### src/rtl/oam_dma.sv
// oam_dma: sprite OAM DMA engine; snoops CPU writes to $4014 and copies a 256-byte page to $2004.
// Optional build macro OAM_DMA_ALIGN_EN inserts an ALIGN cycle when HALT falls on an odd cycle.
`default_nettype none

module oam_dma (
  input  logic        clk_ph1,
  input  logic        rst,
  input  logic [15:0] cpu_addr,
  input  logic [7:0]  cpu_data_out,
  input  logic        cpu_R_nW,
  input  logic [7:0]  bus_data_in,
  output logic        rdy,
  output logic        dma_active,
  output logic [15:0] dma_addr,
  output logic [7:0]  dma_data_out,
  output logic        dma_R_nW,
  output logic        dma_done
);

  localparam logic [15:0] DMA_REG  = 16'h4014;
  localparam logic [15:0] OAM_PORT = 16'h2004;

  localparam logic [2:0] S_IDLE  = 3'd0;
  localparam logic [2:0] S_HALT  = 3'd1;
  localparam logic [2:0] S_ALIGN = 3'd2;
  localparam logic [2:0] S_READ  = 3'd3;
  localparam logic [2:0] S_WRITE = 3'd4;

  logic [2:0]  state_q, state_d;
  logic [7:0]  page_q, page_d;
  logic [7:0]  cnt_q, cnt_d;
  logic        rdy_q, rdy_d;
  logic        active_q, active_d;
  logic [15:0] addr_q, addr_d;
  logic [7:0]  data_q, data_d;
  logic        rnw_q, rnw_d;
  logic        done_q, done_d;
  logic        align_req;

`ifdef OAM_DMA_ALIGN_EN
  logic parity_q;

  // Free-running cycle parity; an odd HALT cycle needs one extra ALIGN cycle.
  always_ff @(posedge clk_ph1 or negedge rst) begin
    if (!rst) parity_q <= 1'b0;
    else      parity_q <= ~parity_q;
  end

  assign align_req = parity_q;
`else
  assign align_req = 1'b0;
`endif

  always_comb begin
    state_d  = state_q;
    page_d   = page_q;
    cnt_d    = cnt_q;
    rdy_d    = rdy_q;
    active_d = active_q;
    addr_d   = addr_q;
    data_d   = data_q;
    rnw_d    = rnw_q;
    done_d   = 1'b0;

    // Outputs are registered, so each branch loads the values for the state being entered.
    case (state_q)
      S_IDLE: begin
        if (cpu_addr == DMA_REG && !cpu_R_nW) begin
          page_d   = cpu_data_out;
          cnt_d    = 8'h00;
          state_d  = S_HALT;
          rdy_d    = 1'b0;
          active_d = 1'b1;
          rnw_d    = 1'b1;
        end
      end
      S_HALT: begin
        if (align_req) begin
          state_d = S_ALIGN;
        end else begin
          state_d = S_READ;
          addr_d  = {page_q, cnt_q};
        end
      end
      S_ALIGN: begin
        state_d = S_READ;
        addr_d  = {page_q, cnt_q};
      end
      S_READ: begin
        data_d  = bus_data_in;
        state_d = S_WRITE;
        addr_d  = OAM_PORT;
        rnw_d   = 1'b0;
      end
      S_WRITE: begin
        rnw_d = 1'b1;
        if (cnt_q == 8'hFF) begin
          state_d  = S_IDLE;
          rdy_d    = 1'b1;
          active_d = 1'b0;
          done_d   = 1'b1;
        end else begin
          // Counter wraps inside the page; the page never increments.
          cnt_d   = cnt_q + 8'd1;
          state_d = S_READ;
          addr_d  = {page_q, cnt_q + 8'd1};
        end
      end
      default: begin
        state_d  = S_IDLE;
        rdy_d    = 1'b1;
        active_d = 1'b0;
        rnw_d    = 1'b1;
      end
    endcase
  end

  always_ff @(posedge clk_ph1 or negedge rst) begin
    if (!rst) begin
      state_q  <= S_IDLE;
      page_q   <= 8'h00;
      cnt_q    <= 8'h00;
      rdy_q    <= 1'b1;
      active_q <= 1'b0;
      addr_q   <= 16'h0000;
      data_q   <= 8'h00;
      rnw_q    <= 1'b1;
      done_q   <= 1'b0;
    end else begin
      state_q  <= state_d;
      page_q   <= page_d;
      cnt_q    <= cnt_d;
      rdy_q    <= rdy_d;
      active_q <= active_d;
      addr_q   <= addr_d;
      data_q   <= data_d;
      rnw_q    <= rnw_d;
      done_q   <= done_d;
    end
  end

  assign rdy          = rdy_q;
  assign dma_active   = active_q;
  assign dma_addr     = addr_q;
  assign dma_data_out = data_q;
  assign dma_R_nW     = rnw_q;
  assign dma_done     = done_q;

endmodule

`default_nettype wire

### config.mk
export PLATFORM = sky130hd
export DESIGN_NAME = oam_dma
export DESIGN_NICKNAME = d
export VERILOG_FILES = /design/src/rtl/oam_dma.sv
export SDC_FILE = /design/constraint.sdc
export NUM_CORES = 1
export LEC_CHECK = 0
export BUFFER_PORTS_ARGS = -buffer_cell sky130_fd_sc_hd__buf_2
export CAP_MARGIN = 20
export CORE_ASPECT_RATIO = 1.75
export CORE_MARGIN = 3
export CORE_UTILIZATION = 30
export DETAILED_ROUTE_END_ITERATION = 16
export HOLD_SLACK_MARGIN = 0.08
export PLACE_DENSITY_LB_ADDON = 0.12
export SETUP_SLACK_MARGIN = 0.02
export SYNTH_ARGS = -nofsm -noshare
export SYNTH_HDL_FRONTEND = slang
export SYNTH_SLANG_ARGS = --single-unit
export TNS_END_PERCENT = 10
### constraint.sdc
create_clock -name clk_ph1 -period 1.95 [get_ports clk_ph1]
set_input_delay 0.0975 -clock clk_ph1 [delete_from_list [all_inputs] [get_ports clk_ph1]]
set_output_delay 0.0975 -clock clk_ph1 [all_outputs]
set_load 0.01 [all_outputs]
Yosys cells after proc, flatten, opt, wreduce, memory -nomap -nowiden
Index checks and enable logic that the tools add are counted.

word-level totals
  memories kept = 0
  bits in read-only memories = 0
  register bits after elaboration = 47
  output and inout bits = 28
  bits in latches = 0
  input port bits = 35
  memory bits (writable) = 0

operators by class
  order comparisons = 0
  multiply operators = 0
  bitwise logic cells = 2
  reduce and logical (&&, ||, !) cells = 12
  div/mod/pow operators = 0
  equality and inequality tests = 9
  shift-type cells = 0
  $add $sub $neg = 1
  mux-type cells = 17

operator list
  operator                                               number
  case mux 16 bit (3 select lines)                       1
  equality test 16 x 15 -> 1 bit, second input constant  1
  2-to-1 mux 16 bit                                      1
  2-to-1 mux 8 bit                                       2
  case mux 8 bit (2 select lines)                        1
  case mux 3 bit (4 select lines)                        1
  case mux 1 bit (3 select lines)                        3
  adder 8 x 1 -> 8 bit, second input constant            1
  equality test 8 bit, second input constant             1
  equality test 3 x 2 -> 1 bit, second input constant    2
  2-to-1 mux 1 bit                                       6
  inequality test 2 bit, second input constant           3
  AND reduction 2 bit                                    3
  AND reduction 3 bit                                    2
  equality test 3 x 1 -> 1 bit, second input constant    1
  equality test 3 bit, second input constant             1
  zero test 3 bit                                        1
  2-to-1 mux 3 bit                                       1
  nonzero test 3 bit                                     1
  OR reduction 3 bit                                     1
  2-to-1 mux 2 bit                                       1
  inverter 1 bit                                         2
  nonzero test 2 bit                                     1
  OR reduction 2 bit                                     1
  2 further kinds                                        2

Depth between registers and ports, before layout
Gate-level depths: netlist (run 1).

  depth in word-level cells = 4
  mapped depth = 8

Least setup slack after synthesis (run 1)
Ideal clock, no wire load.

  path kind = register to register
  start point = reg state_q[0]
  end point = reg addr_q[6], in the netlist dma_addr[6]
  stages on the path, launching flop included = 9
  clock period less this slack = 1740 ps
  data arrival time = 1622 ps
  data required time = 1831 ps
  buffers on the path = 3
  setup slack = 210 ps
  library setup time = 119 ps
  path through = dfrtp_1 > buf_4 > or3b_1 > clkbuf_1 > and2_0 > clkbuf_1 > o21ai_1 > o311ai_1 > o21a_1

on the way
  cells in the longest elaborated chain, start to end = 4

RTL lines
  what                                                                          line  source
  start, declared                                                               29    logic [2:0] state_q, state_d;
  start signal, assigned                                                        130   state_q <= state_d;
  equality test 3 x 1 -> 1 bit or equality test 3 x 2 -> 1 bit (tied branches)  66    case (state_q)
  OR reduction 2 bit (no source line)                                           n/a
  nonzero test 3 bit (no source line)                                           n/a
  AND reduction 2 bit (no source line)                                          n/a
  end signal, assigned                                                          135   addr_q <= addr_d;
  end, declared                                                                 34    logic [15:0] addr_q, addr_d;

Several ways; a longest one is shown, not always the timed one.
A chain may end at the register's enable or synchronous reset.

Final worst setup path (run 1)
  start point = reg state_q[0]
  end point = reg addr_q[1], in the netlist dma_addr[1]

The elaborated chain is that of the path after synthesis.

==> metrics.md, run 1 <==
| Metric | Value |
|---|---|
| Status | `complete, no violations` |
| WL per Instance | `14.0 um` |
| Total power | `0.00206 W` |
| Hold WC Path Type | `in -> reg` |
| Root Driver | `clkbuf_16` |
| Crit path required time | `2.12 ns` |
| #FFs+latches synth | `47` |
| DR iter-0 viols | `79` |
| Switching power | `0.000418 W` |
| Top sig layer | `met4` |
| CTS tree | `built` |
| Seq/Total Area, Yosys | `0.538` |
| ANT cells | `0` |
| Count leader, synth | `nand2_1` |
| Area Overhead vs Synth | `38.5%` |
| Synth area leaders | `dfrtp_1 (51%), nand2_1 (8.6%), nand3_1 (3.9%)` |
| Clock Skew | `0.00738 ns` |
| Final setup TNS | `0 ns` |
| CP max FO | `8` |
| Core area | `6960 um2` |
| DRC | `0` |
| Worst R2R End | `dma_addr[1]` |
| PD cells | `679 nW/um2` |
| Final period util | `0.881` |
| Max-slew violations | `0` |
| Final-report hold violation count | `0` |
| Total GRT Usage | `0.144` |
| WL final | `5570 um` |
| CTS Buf Count | `5` |
| Int Power | `0.00164 W` |
| Initial antenna violation count | `0` |
| Final Setup Violations | `0` |
| Htree depth | `2` |
| Post-synth EDFFs | `0` |
| Max-Cap Viols | `0` |
| Crit-path slowest cell | `dfrtp_1` |
| IO Pins | `63` |
| Met3 wire length | `257 um` |
| Worst-margin pin slew | `0.491 ns` |
| Wl on met1 | `2130 um` |
| Register area | `1180 um2` |
| Number of global-route vias before repair | `2044` |
| Rel. slew slack | `0.673` |
| Nets | `351` |
| Cell row count | `40` |
| Final hold slack | `0.175 ns` |
| Syn_nets | `256` |
| Post-synth top area share | `0.514` |
| Hold depth | `4` |
| GRT overflow | `0` |
| Hold Crit Start | `cpu_addr[7]` |
| Synth Area per Inst | `9.96 um2` |
| Routed Antenna Nets | `0` |
| DR vias/cell | `4.77` |
| Critical Path, Cell by Cell | `or3b_1, and2_0, a221oi_1, nor2_1` |
| Leak | `1.58 nW` |
| Die area | `8410 um2` |
| Switching part of the total | `0.203` |
| Clock slew at reported path FFs | `0.07 ns` |
| Cell family with most CP delay | `simple AND/OR/NAND/NOR gates` |
| Fmax | `0.582 GHz` |
| Detailed placer's ending HPWL | `4160 um` |
| Clock network power share | `0.467` |
| RD Place Congestion | `0.790` |
| Die width | `70.6 um` |
| Reg power frac | `0.479` |
| First-pass DRT Iterations | `4` |
| Gate count of the mapped netlist | `220` |
| Mapped Area | `2190 um2` |
| Synth Flop Type | `dfrtp_1` |
| Critical path class | `reg -> reg` |
| Global-route wire length before repair | `9600 um` |
| Yosys top cell by area | `dfrtp_1` |
| CP Data Arrival Time | `1.89 ns` |
| Largest net degree at the start of global routing | `29` |
| Comb power frac | `0.053` |
| Area of the multi-input gates | `921 um2` |
| Hold endpoint | `state_q[0]` |
| Worst Path Buf+Inv | `0` |
| Via total after detailed routing | `1902` |
| Worst VDD drop | `0.530 mV` |
| FF-to-FF Start | `state_q[0]` |
| Starting density of the core | `0.315` |
| Flop2flop setup slack | `0.23 ns` |
| Distinct cells, synth | `47` |
| Crit path capture type | `register` |
| RSZ-0062 raised after global routing | `false` |
| CTS Sinks | `47` |
| Layout cell share with drive strength beyond 1 | `0.346` |
| # Post-CTS Setup Buffers | `0` |
| Post-synth top cells | `nand2_1 (50), dfrtp_1 (45), nand3_1 (17)` |
| Height of the die | `119 um` |
| Slowest stage delay, CP | `0.42 ns` |
| Filler instances | `710` |
| R2R depth | `4` |
| # port buffers | `62` |
| Max Buffers Root-to-Sink | `2` |
| Async set-reset flop share out of synthesis | `1.00` |
| Worst-Skew Late Latency | `0.29 ns` |
| Synthesis Warnings | `0` |
| Final Critical Period | `1.72 ns` |
| Crit start category | `register` |
| Routed met2 length | `3090 um` |
==> repair_timing <==
| item | in CTS | in global routing |
|---|---|---|
| hold buffers | 17 | 0 |
| resized for setup | 0 | 0 |
| endpoints found under the hold margin | 33 | 0 |
==> power groups by stage <==
stage,Combinational (W),Clock [W],Sequential (W)
floorplan,0.0000123,0,0.00101
global placement,0.0000865,0,0.00101
detailed placement,0.0000886,0,0.00101
CTS,0.000114,0.000994,0.000988
global route,0.000125,0.00104,0.000988
finish,0.000110,0.000963,0.000988
==> sequential cells by signal (all words and copies together) (netlist names) <==
name          count
cnt_q             8
dma_R_nW          1
dma_active        1
dma_addr         16
dma_data_out      8
dma_done          1
page_q            8
rdy               1
state_q           3
==> worst max path at each step <==
stage                     slack (ns)  depth (start not counted)     endpoint        start
after floorplan                 0.21                          8  dma_addr[6]   state_q[0]
after global placement          0.20                          4  dma_addr[1]   state_q[0]
after detailed placement        0.22                          6    page_q[3]  cpu_addr[6]
after CTS                       0.22                          6  dma_addr[6]     cnt_q[1]
after global routing             0.1                          7  dma_addr[4]     cnt_q[1]
final                           0.23                          4  dma_addr[1]   state_q[0]
==> metrics by stage <==
stage | utilization | cells | instance area (um2) | setup WS (ns)
after floorplan | - | 220 | 2190 | 0.210
after global placement | 0.389 | 375 | 2700 | 0.202
after detailed placement | 0.389 | 375 | 2700 | 0.218
after CTS | 0.437 | 399 | 3040 | 0.215
after global routing | 0.437 | 399 | 3040 | 0.0965
final | 0.437 | 399 | 3040 | 0.232
==> cells by family after synthesis <==
kind of cell	share of synthesized area
buffers and inverters	0.0422
AO/OA/AOI/OAI	0.112
flip-flops	0.538
AND/OR/NAND/NOR	0.242
adder cells (fa/ha/maj)	0.00571
XOR/XNOR	0.0120
multiplexers	0.0479
==> worst register-to-register path, cell delays in order (launching register included) <==
cell	delay, ns
dfrtp_1	0.42
or3b_1	0.40
and2_0	0.31
a221oi_1	0.40
nor2_1	0.07
==> cell usage in the layout (no fill, tap or decap), types with 5 or more instances in the layout <==
master	n
nand3_1	17
dfrtp_1	45
buf_4	20
nor2_1	13
buf_2	62
a21oi_1	5
nor3_1	5
nand2_1	50
dlygate4sd3_1	17
clkbuf_16	5
o21ai_0	8
a31oi_1	5
==> layer usage <==
metal | GRT usage | vias up
met3 | 0.0355 | 6
li1 | - | 953
met5 | 0 | -
met4 | 0.0553 | 0
met1 | 0.154 | 896
met2 | 0.265 | 47
==> layout make-up <==
cell class              instances  share of cell area
clock buffers                   5              0.0412
clock inverters                 2              0.0124
inverters                       5             0.00618
multi-input cells             156               0.303
flip-flops and latches         47               0.388
well taps                      84              0.0346
repair buffers                100               0.214
Note: power is estimated with default switching activity, not from simulation.
==> inputs of run 2 (changes only) <==
--- a/config.mk
+++ b/config.mk
@@ -6,6 +6,9 @@
 export NUM_CORES = 1
 export LEC_CHECK = 0
+export ABC_AREA = 1
 export BUFFER_PORTS_ARGS = -buffer_cell sky130_fd_sc_hd__buf_2
 export CAP_MARGIN = 20
+export CELL_PAD_IN_SITES_DETAIL_PLACEMENT = 0
+export CELL_PAD_IN_SITES_GLOBAL_PLACEMENT = 1
 export CORE_ASPECT_RATIO = 1.75
 export CORE_MARGIN = 3
==> constraint.sdc (replaced) <==
create_clock -name clk_ph1 -period 1.95 [get_ports clk_ph1]
set_input_delay 0.0975 -clock clk_ph1 [delete_from_list [all_inputs] [get_ports clk_ph1]]
set_output_delay 0.0975 -clock clk_ph1 [all_outputs]
set_load 0.005 [all_outputs]
==> run 2 against run 1 <==
Net effect:
- first-iteration DRC count grew 33%
- critical endpoint is now dma_active
- sequential cell count is the same
- core utilization shrank 1.6 points
- final cell count grew 11%
- total power shrank 4.2%
- global-route usage grew 0.10 points
- sequential power is essentially flat
- critical path type unchanged
- non-clock buffer count shrank 15
- die area shrank 0.74%
- critical path depth grew 6
==> metrics.md, run 2 <==
| Metric | Value |
|---|---|
| Critical path class | `reg -> reg (unchanged)` |
| DR vias/cell | `4.51 (was 4.77)` |
| Starting density of the core | `0.313 (was 0.315)` |
| First-pass DRT Iterations | `4 (unchanged)` |
| Number of global-route vias before repair | `2066 (was 2044)` |
| Distinct cells, synth | `26 (was 47)` |
| Hold_buf cts | `17 (unchanged)` |
| # Post-CTS Setup Buffers | `0 (unchanged)` |
| Syn_nets | `308 (was 256)` |
| RSZ-0062 raised after global routing | `false (unchanged)` |
| Worst VDD drop | `0.482 mV (was 0.530 mV)` |
| ANT cells | `0 (unchanged)` |
| Via total after detailed routing | `1995 (was 1902)` |
| Most frequent cells in the layout | `nand2_1 (123), buf_2 (62), dfrtp_1 (45) (was buf_2 (62), nand2_1 (50), dfrtp_1 (45))` |
| Clock slew at reported path FFs | `0.06 ns (was 0.07 ns)` |
| Switching part of the total | `0.210 (was 0.203)` |
| DR iter-0 viols | `105 (was 79)` |
| #FFs+latches synth | `47 (unchanged)` |
| Cell row count | `40 (unchanged)` |
| Crit path required time | `2.13 ns (was 2.12 ns)` |
| Reg power frac | `0.500 (was 0.479)` |
| PostCTS Resize Cnt | `0 (unchanged)` |
| Worst-Skew Late Latency | `0.29 ns (about the same)` |
| Largest net degree at the start of global routing | `28 (was 29)` |
| Switching power | `0.000415 W (was 0.000418 W)` |
| Core area | `6960 um2 (unchanged)` |
| Final hold slack | `0.212 ns (was 0.175 ns)` |
| CP max FO | `18 (was 8)` |
| Layout cell share with drive strength beyond 1 | `0.249 (was 0.346)` |
| CTS tree | `built (unchanged)` |
| Synth Flop Type | `dfrtp_1 (unchanged)` |
| Leak | `1.63 nW (was 1.58 nW)` |
| Int Power | `0.00156 W (was 0.00164 W)` |
| WL final | `5700 um (was 5570 um)` |
| Total power | `0.00197 W (was 0.00206 W)` |
| Final Critical Period | `1.65 ns (was 1.72 ns)` |
| Top sig layer | `met4 (unchanged)` |
| Clock network power share | `0.446 (was 0.467)` |
| CTS Buf Count | `5 (unchanged)` |
| Synth area leaders | `dfrtp_1 (52%), nand2_1 (21%), nand3_1 (7.1%) (was dfrtp_1 (51%), nand2_1 (8.6%), nand3_1 (3.9%))` |
| GRT overflow | `0 (unchanged)` |
| Synth Area per Inst | `7.99 um2 (was 9.96 um2)` |
| CP Data Arrival Time | `1.83 ns (was 1.89 ns)` |
| Total GRT Usage | `0.145 (was 0.144)` |
| Die area | `8350 um2 (was 8410 um2)` |
| RD Place Congestion | `0.780 (was 0.790)` |
| Nets | `393 (was 351)` |
| # placed instances | `417 (was 375)` |
| Hold WC Path Type | `in -> reg (unchanged)` |
| PD cells | `675 nW/um2 (was 679 nW/um2)` |
| Area Overhead vs Synth | `34.4% (was 38.5%)` |
| Routed met2 length | `3200 um (was 3090 um)` |
| Height of the die | `119 um (about the same)` |
| DRC | `0 (unchanged)` |
| Comb power frac | `0.053 (about the same)` |
| Non-Filler Instances | `442 (was 399)` |
| Status | `complete, no violations (unchanged)` |
| Post-synth top area share | `0.518 (was 0.514)` |
| Mapped Area | `2170 um2 (was 2190 um2)` |
| Final Setup Violations | `0 (unchanged)` |
| Rel. slew slack | `0.653 (was 0.673)` |
| Routed Antenna Nets | `0 (unchanged)` |
| IO Pins | `63 (unchanged)` |
| Htree depth | `2 (unchanged)` |
| Wl on met1 | `2210 um (was 2130 um)` |
| Clock Skew | `0.00631 ns (was 0.00738 ns)` |
| Final period util | `0.848 (was 0.881)` |
| CTS Sinks | `47 (unchanged)` |
| Max Buffers Root-to-Sink | `2 (unchanged)` |
| Gate count of the mapped netlist | `272 (was 220)` |
| Filler instances | `749 (was 710)` |
| Worst-margin pin slew | `0.521 ns (was 0.491 ns)` |
| Final setup TNS | `0 ns (unchanged)` |
| Root Driver | `clkbuf_16 (unchanged)` |
| Fmax | `0.605 GHz (was 0.582 GHz)` |
| Yosys top cell by area | `dfrtp_1 (unchanged)` |
| Largest register FFs | `16 (unchanged)` |
| # port buffers | `62 (unchanged)` |
| Initial antenna violation count | `0 (unchanged)` |
| Seq/Total Area, Yosys | `0.542 (was 0.538)` |
| Count leader, synth | `nand2_1 (unchanged)` |
| Synthesis Warnings | `0 (unchanged)` |
| Met3 wire length | `195 um (was 257 um)` |
| Max-Cap Viols | `0 (unchanged)` |
| Final-report hold violation count | `0 (unchanged)` |
| Max-slew violations | `0 (unchanged)` |
| WL per Instance | `12.9 um (was 14.0 um)` |
| Die width | `70.4 um (was 70.6 um)` |
| Detailed placer's ending HPWL | `4220 um (was 4160 um)` |
| Global-route wire length before repair | `9570 um (was 9600 um)` |
| Async set-reset flop share out of synthesis | `1.00 (unchanged)` |
| Post-synth top cells | `nand2_1 (123), dfrtp_1 (45), nand3_1 (31) (was nand2_1 (50), dfrtp_1 (45), nand3_1 (17))` |
| Post-synth EDFFs | `0 (unchanged)` |
| Most common cell after layout, fill and taps aside | `nand2_1 (was buf_2)` |
| Crit start category | `register (unchanged)` |
| Crit path capture type | `register (unchanged)` |
-- run 2: changes by cell type in the layout (fill, tap and decap cells not counted), sizes merged, moves of 6 or more --
cell | before | now
mux2 | 8 | 0
nor2 | 13 | 20
nand3 | 18 | 31
inv | 4 | 16
buf | 83 | 68
nor3 | 6 | 0
nand2 | 50 | 128
-- run 2: routing by layer --
metal | global-route usage | vias up
met3 | 0.0315 | 7
met5 | 0 | -
met2 | 0.272 | 36
li1 | - | 1024
met4 | 0.0540 | 0
met1 | 0.153 | 928
-- run 2: cell families (layout without fill, tap and decap cells) --
| group | Yosys count | in the layout | share of synthesized area |
|---|---|---|---|
| AO/OA/AOI/OAI | 15 | 15 | 0.0368 |
| adder cells (fa/ha/maj) | 1 | 1 | 0.00575 |
| buffers and inverters | 25 | 111 | 0.0547 |
| flip-flops | 47 | 47 | 0.542 |
| AND/OR/NAND/NOR | 184 | 184 | 0.361 |
-- run 2: power groups by stage --
stage	Combinational [W]	Clock, W	Sequential (W)
finish	0.000105	0.000881	0.000988
global route	0.000119	0.000951	0.000988
CTS	0.000108	0.000913	0.000987
global placement	0.0000808	0	0.00101
floorplan	0.0000128	0	0.00101
detailed placement	0.0000822	0	0.00101
-- run 2: stage by stage --
| stage | utilization | area, um2 | worst slack (ns) |
|---|---|---|---|
| 3_5_place_dp | 0.374 | 2600 | 0.283 |
| 3_3_place_gp | 0.374 | 2600 | 0.325 |
| 2_1_floorplan | - | 2170 | 0.519 |
| 6_report | 0.420 | 2920 | 0.296 |
| 4_1_cts | 0.420 | 2920 | 0.275 |
| 5_1_grt | 0.420 | 2920 | 0.125 |
-- run 2: worst max-delay path, stage by stage (launching register included) --
cell	delay [ns]
dfrtp_1	0.40
ha_1	0.22
nand2_2	0.09
nor2_4	0.15
nand2_2	0.10
nand2_2	0.10
nand2_4	0.13
clkinv_4	0.16
nand2_1	0.09
nand2_1	0.06
nand2_1	0.05
-- run 2: final timing paths --
check / start / endpoint / slack (ns) / cells after the start
worst max-delay path: cnt_q[1] / dma_active / 0.30 / 10
worst min-delay path: cpu_R_nW / state_q[0] / 0.21 / 4
worst max register to register: cnt_q[1] / dma_active / 0.30 / 10
worst min register to register: dma_R_nW / dma_R_nW / 0.46 / 2
max in group asynchronous: rst / dma_R_nW / 1.04 / 3
min in group asynchronous: rst / cnt_q[5] / 0.32 / 2
-- run 2: cell type report --
cell class              instances  area [um2]  share of cell area
multi-input cells             200         877               0.300
clock buffers                   7         143              0.0488
repair buffers                 85         538               0.184
flip-flops and latches         47        1180               0.403
clock inverters                 1        8.76             0.00300
inverters                      18        72.6              0.0248
well taps                      84         105              0.0360
==> inputs of run 3 (changes only) <==
clock period = 1.4 ns   (was 1.95 ns; I/O delays follow)
==> run 3 against run 2 <==
Net effect:
- sequential cell count is the same
- global-route usage increased by 0.79 points
- register-to-register slack worse by 0.26 ns
- die area unchanged
- final cell count grew 5.0%
- worst setup slack worse by 0.26 ns
- hold slack better by 0.0033 ns
- largest power group unchanged
- largest cell class unchanged
- highest routed layer unchanged
- non-clock buffer count increased by 21
- core utilization grew 4.4 points
- critical path type unchanged
- critical path depth shrank 1
- fmax grew 21%
==> metrics.md, run 3 (same netlist as run 2, synthesis figures left out) <==
| Metric | Value |
|---|---|
| Crit path capture type | `register (unchanged)` |
| Cell family with most CP delay | `simple AND/OR/NAND/NOR gates (unchanged)` |
| DR iter-0 viols | `71 (was 105)` |
| Final period util | `0.973 (was 0.848)` |
| R2R depth | `9 (was 10)` |
| WL final | `6000 um (was 5700 um)` |
| Rel. slew slack | `0.691 (was 0.653)` |
| Layout cell share with drive strength beyond 1 | `0.339 (was 0.249)` |
| CTS Sinks | `47 (unchanged)` |
| Starting density of the core | `0.313 (unchanged)` |
| Core area | `6960 um2 (unchanged)` |
| Crit start category | `register (unchanged)` |
| Critical path class | `reg -> reg (unchanged)` |
| Detailed placer's ending HPWL | `4350 um (was 4220 um)` |
| Htree depth | `2 (unchanged)` |
| Worst Path Buf+Inv | `1 (unchanged)` |
| Die width | `70.4 um (unchanged)` |
| DRC | `0 (unchanged)` |
| Max-slew violations | `0 (unchanged)` |
| Flop2flop setup slack | `0.04 ns (was 0.30 ns)` |
| Worst-margin pin slew | `0.463 ns (was 0.521 ns)` |
| Final Setup Violations | `0 (unchanged)` |
| Critical Path, Cell by Cell | `ha_2, nand2_2, nor2_4, nand2_2, nand2_4, nand2_8, buf_6, nand2_1, nand2_1 (was ha_1, nand2_2, nor2_4, nand2_2, nand2_2, nand2_4, clkinv_4, nand2_1, nand2_1, nand2_1)` |
| Most common cell after layout, fill and taps aside | `nand2_1 (unchanged)` |
| Total power | `0.00275 W (was 0.00197 W)` |
| Worst VDD drop | `0.658 mV (was 0.482 mV)` |
| Root Driver | `clkbuf_16 (unchanged)` |
| Hold WC Path Type | `in -> reg (unchanged)` |
| Cell row count | `40 (unchanged)` |
| Crit path required time | `1.58 ns (was 2.13 ns)` |
| Final-report hold violation count | `0 (unchanged)` |
| Die area | `8350 um2 (unchanged)` |
| Slowest stage delay, CP | `0.35 ns (was 0.40 ns)` |
| Clock slew at reported path FFs | `0.07 ns (was 0.06 ns)` |
| FF-to-FF Start | `cnt_q[0] (was cnt_q[1])` |
| RD Place Congestion | `0.769 (was 0.780)` |
| Clock Skew | `0.00524 ns (was 0.00631 ns)` |
| First-pass DRT Iterations | `4 (unchanged)` |
| Register area | `1180 um2 (about the same)` |
| CTS Buf Count | `5 (unchanged)` |
| Initial antenna violation count | `0 (unchanged)` |
| Worst-Skew Late Latency | `0.29 ns (about the same)` |
| Largest register FFs | `16 (unchanged)` |
| Max-Cap Viols | `0 (unchanged)` |
| DR vias/cell | `4.55 (was 4.51)` |
| Crit-path slowest cell | `dfrtp_1 (unchanged)` |
| Nets | `415 (was 393)` |
| ANT cells | `0 (unchanged)` |
| Worst R2R End | `dma_addr[2] (was dma_active)` |
| WL per Instance | `12.9 um (about the same)` |
| CP endpoint | `dma_addr[2] (was dma_active)` |
| CP Data Arrival Time | `1.55 ns (was 1.83 ns)` |
| Non-Filler Instances | `464 (was 442)` |
| Max Buffers Root-to-Sink | `2 (unchanged)` |
| Height of the die | `119 um (unchanged)` |
| Filler instances | `715 (was 749)` |
| Worst path depth | `9 (was 10)` |
| Final Critical Period | `1.36 ns (was 1.65 ns)` |
| Area Overhead vs Synth | `48.4% (was 34.4%)` |
| GRT overflow | `0 (unchanged)` |
| CTS tree | `built (unchanged)` |
| RSZ-0062 raised after global routing | `true (was false)` |
| Number of global-route vias before repair | `2127 (was 2066)` |
| Via total after detailed routing | `2113 (was 1995)` |
| IO Pins | `63 (unchanged)` |
| Global-route wire length before repair | `9970 um (was 9570 um)` |
| PD cells | `851 nW/um2 (was 675 nW/um2)` |
| Routed Antenna Nets | `0 (unchanged)` |
| Status | `complete, no violations (unchanged)` |
| Fmax | `0.734 GHz (was 0.605 GHz)` |
| Leak | `1.77 nW (was 1.63 nW)` |
| Most frequent cells in the layout | `nand2_1 (117), buf_2 (62), dfrtp_1 (44) (was nand2_1 (123), buf_2 (62), dfrtp_1 (45))` |
| CP max FO | `7 (was 18)` |
| Area of the multi-input gates | `975 um2 (was 877 um2)` |
| Total GRT Usage | `0.153 (was 0.145)` |
| # port buffers | `62 (unchanged)` |
| Largest net degree at the start of global routing | `31 (was 28)` |
| Crit. Startpoint | `cnt_q[0] (was cnt_q[1])` |
| # placed instances | `435 (was 417)` |
==> run 3: changes by cell type in the layout (fill, tap and decap cells not counted), moves of 4 or more <==
cell / previous run / this run
buf_6: 0 / 8
o21ai_0: 10 / 4
nand2_1: 123 / 117
o21ai_2: 0 / 4
nand3_1: 31 / 26
nand3_2: 0 / 5
buf_4: 5 / 18
==> run 3: layout make-up <==
class	count	share of cell area
sequential	47	0.366
multi-input combinational	200	0.302
timing repair buffer	106	0.225
clock buffer	7	0.0442
tap	84	0.0326
inverter	18	0.0256
clock inverter	1	0.00271
timing repair inverter	1	0.00271
==> run 3: stage by stage <==
| stage | TNS (ns) | cell area (um2) | util | setup slack, ns | hold slack [ns] |
|---|---|---|---|---|---|
| floorplan | -0.137 | 2180 | - | -0.0145 | -0.226 |
| global placement | -0.0408 | 2740 | 0.394 | -0.0356 | 0.0537 |
| detailed placement | -0.111 | 2740 | 0.394 | -0.0503 | 0.0481 |
| CTS | -0.00684 | 3160 | 0.454 | -0.00400 | 0.189 |
| global route | -0.933 | 3230 | 0.464 | -0.0606 | 0.236 |
| finish | 0 | 3230 | 0.464 | 0.0373 | 0.215 |
==> run 3: repair_timing <==
item | 4_1_cts | 5_1_grt
setup buffers | 3 | 0
setup endpoints to repair | 20 | 37
cloned | 1 | 0
resized for setup | 19 | 20
pin swaps | 7 | 8
hold buffers | 17 | 0
hold endpoints to repair | 33 | 0
==> run 3: worst register-to-register path: stages, from the launching register on <==
cell and delay, ns:
dfrtp_1 0.35, ha_2 0.19, nand2_2 0.07, nor2_4 0.11, nand2_2 0.08, nand2_4 0.10, nand2_8 0.10, buf_6 0.15
nand2_1 0.06, nand2_1 0.05
==> run 3: where the power goes <==
| part | switching [W] | leakage [nW] | total, W | internal [W] |
|---|---|---|---|---|
| logic | 0.0000598 | 1.14 | 0.000146 | 0.0000863 |
| registers | 0.00000573 | 0.561 | 0.00138 | 0.00137 |
| clock network | 0.000511 | 0.0741 | 0.00123 | 0.000715 |
| total | 0.000577 | 1.77 | 0.00275 | 0.00217 |
==> run 3: how the worst min path moves through the flow <==
stage	startpoint	cells past startpoint	slack, ns	to
floorplan	rst	0	-0.23	cnt_q[0]
global placement	rst	1	0.05	dma_done
detailed placement	rst	1	0.05	dma_done
CTS	cpu_addr[15]	4	0.19	state_q[0]
global route	cpu_addr[15]	4	0.24	state_q[0]
finish	cpu_addr[15]	4	0.22	state_q[0]
==> run 3: per-layer routing <==
layer	global-route usage	part of all wire	up-vias
met5	0	0	-
li1	-	-	1072
met1	0.163	0.39	986
met4	0.0564	0.021	0
met2	0.283	0.55	47
met3	0.0357	0.043	8
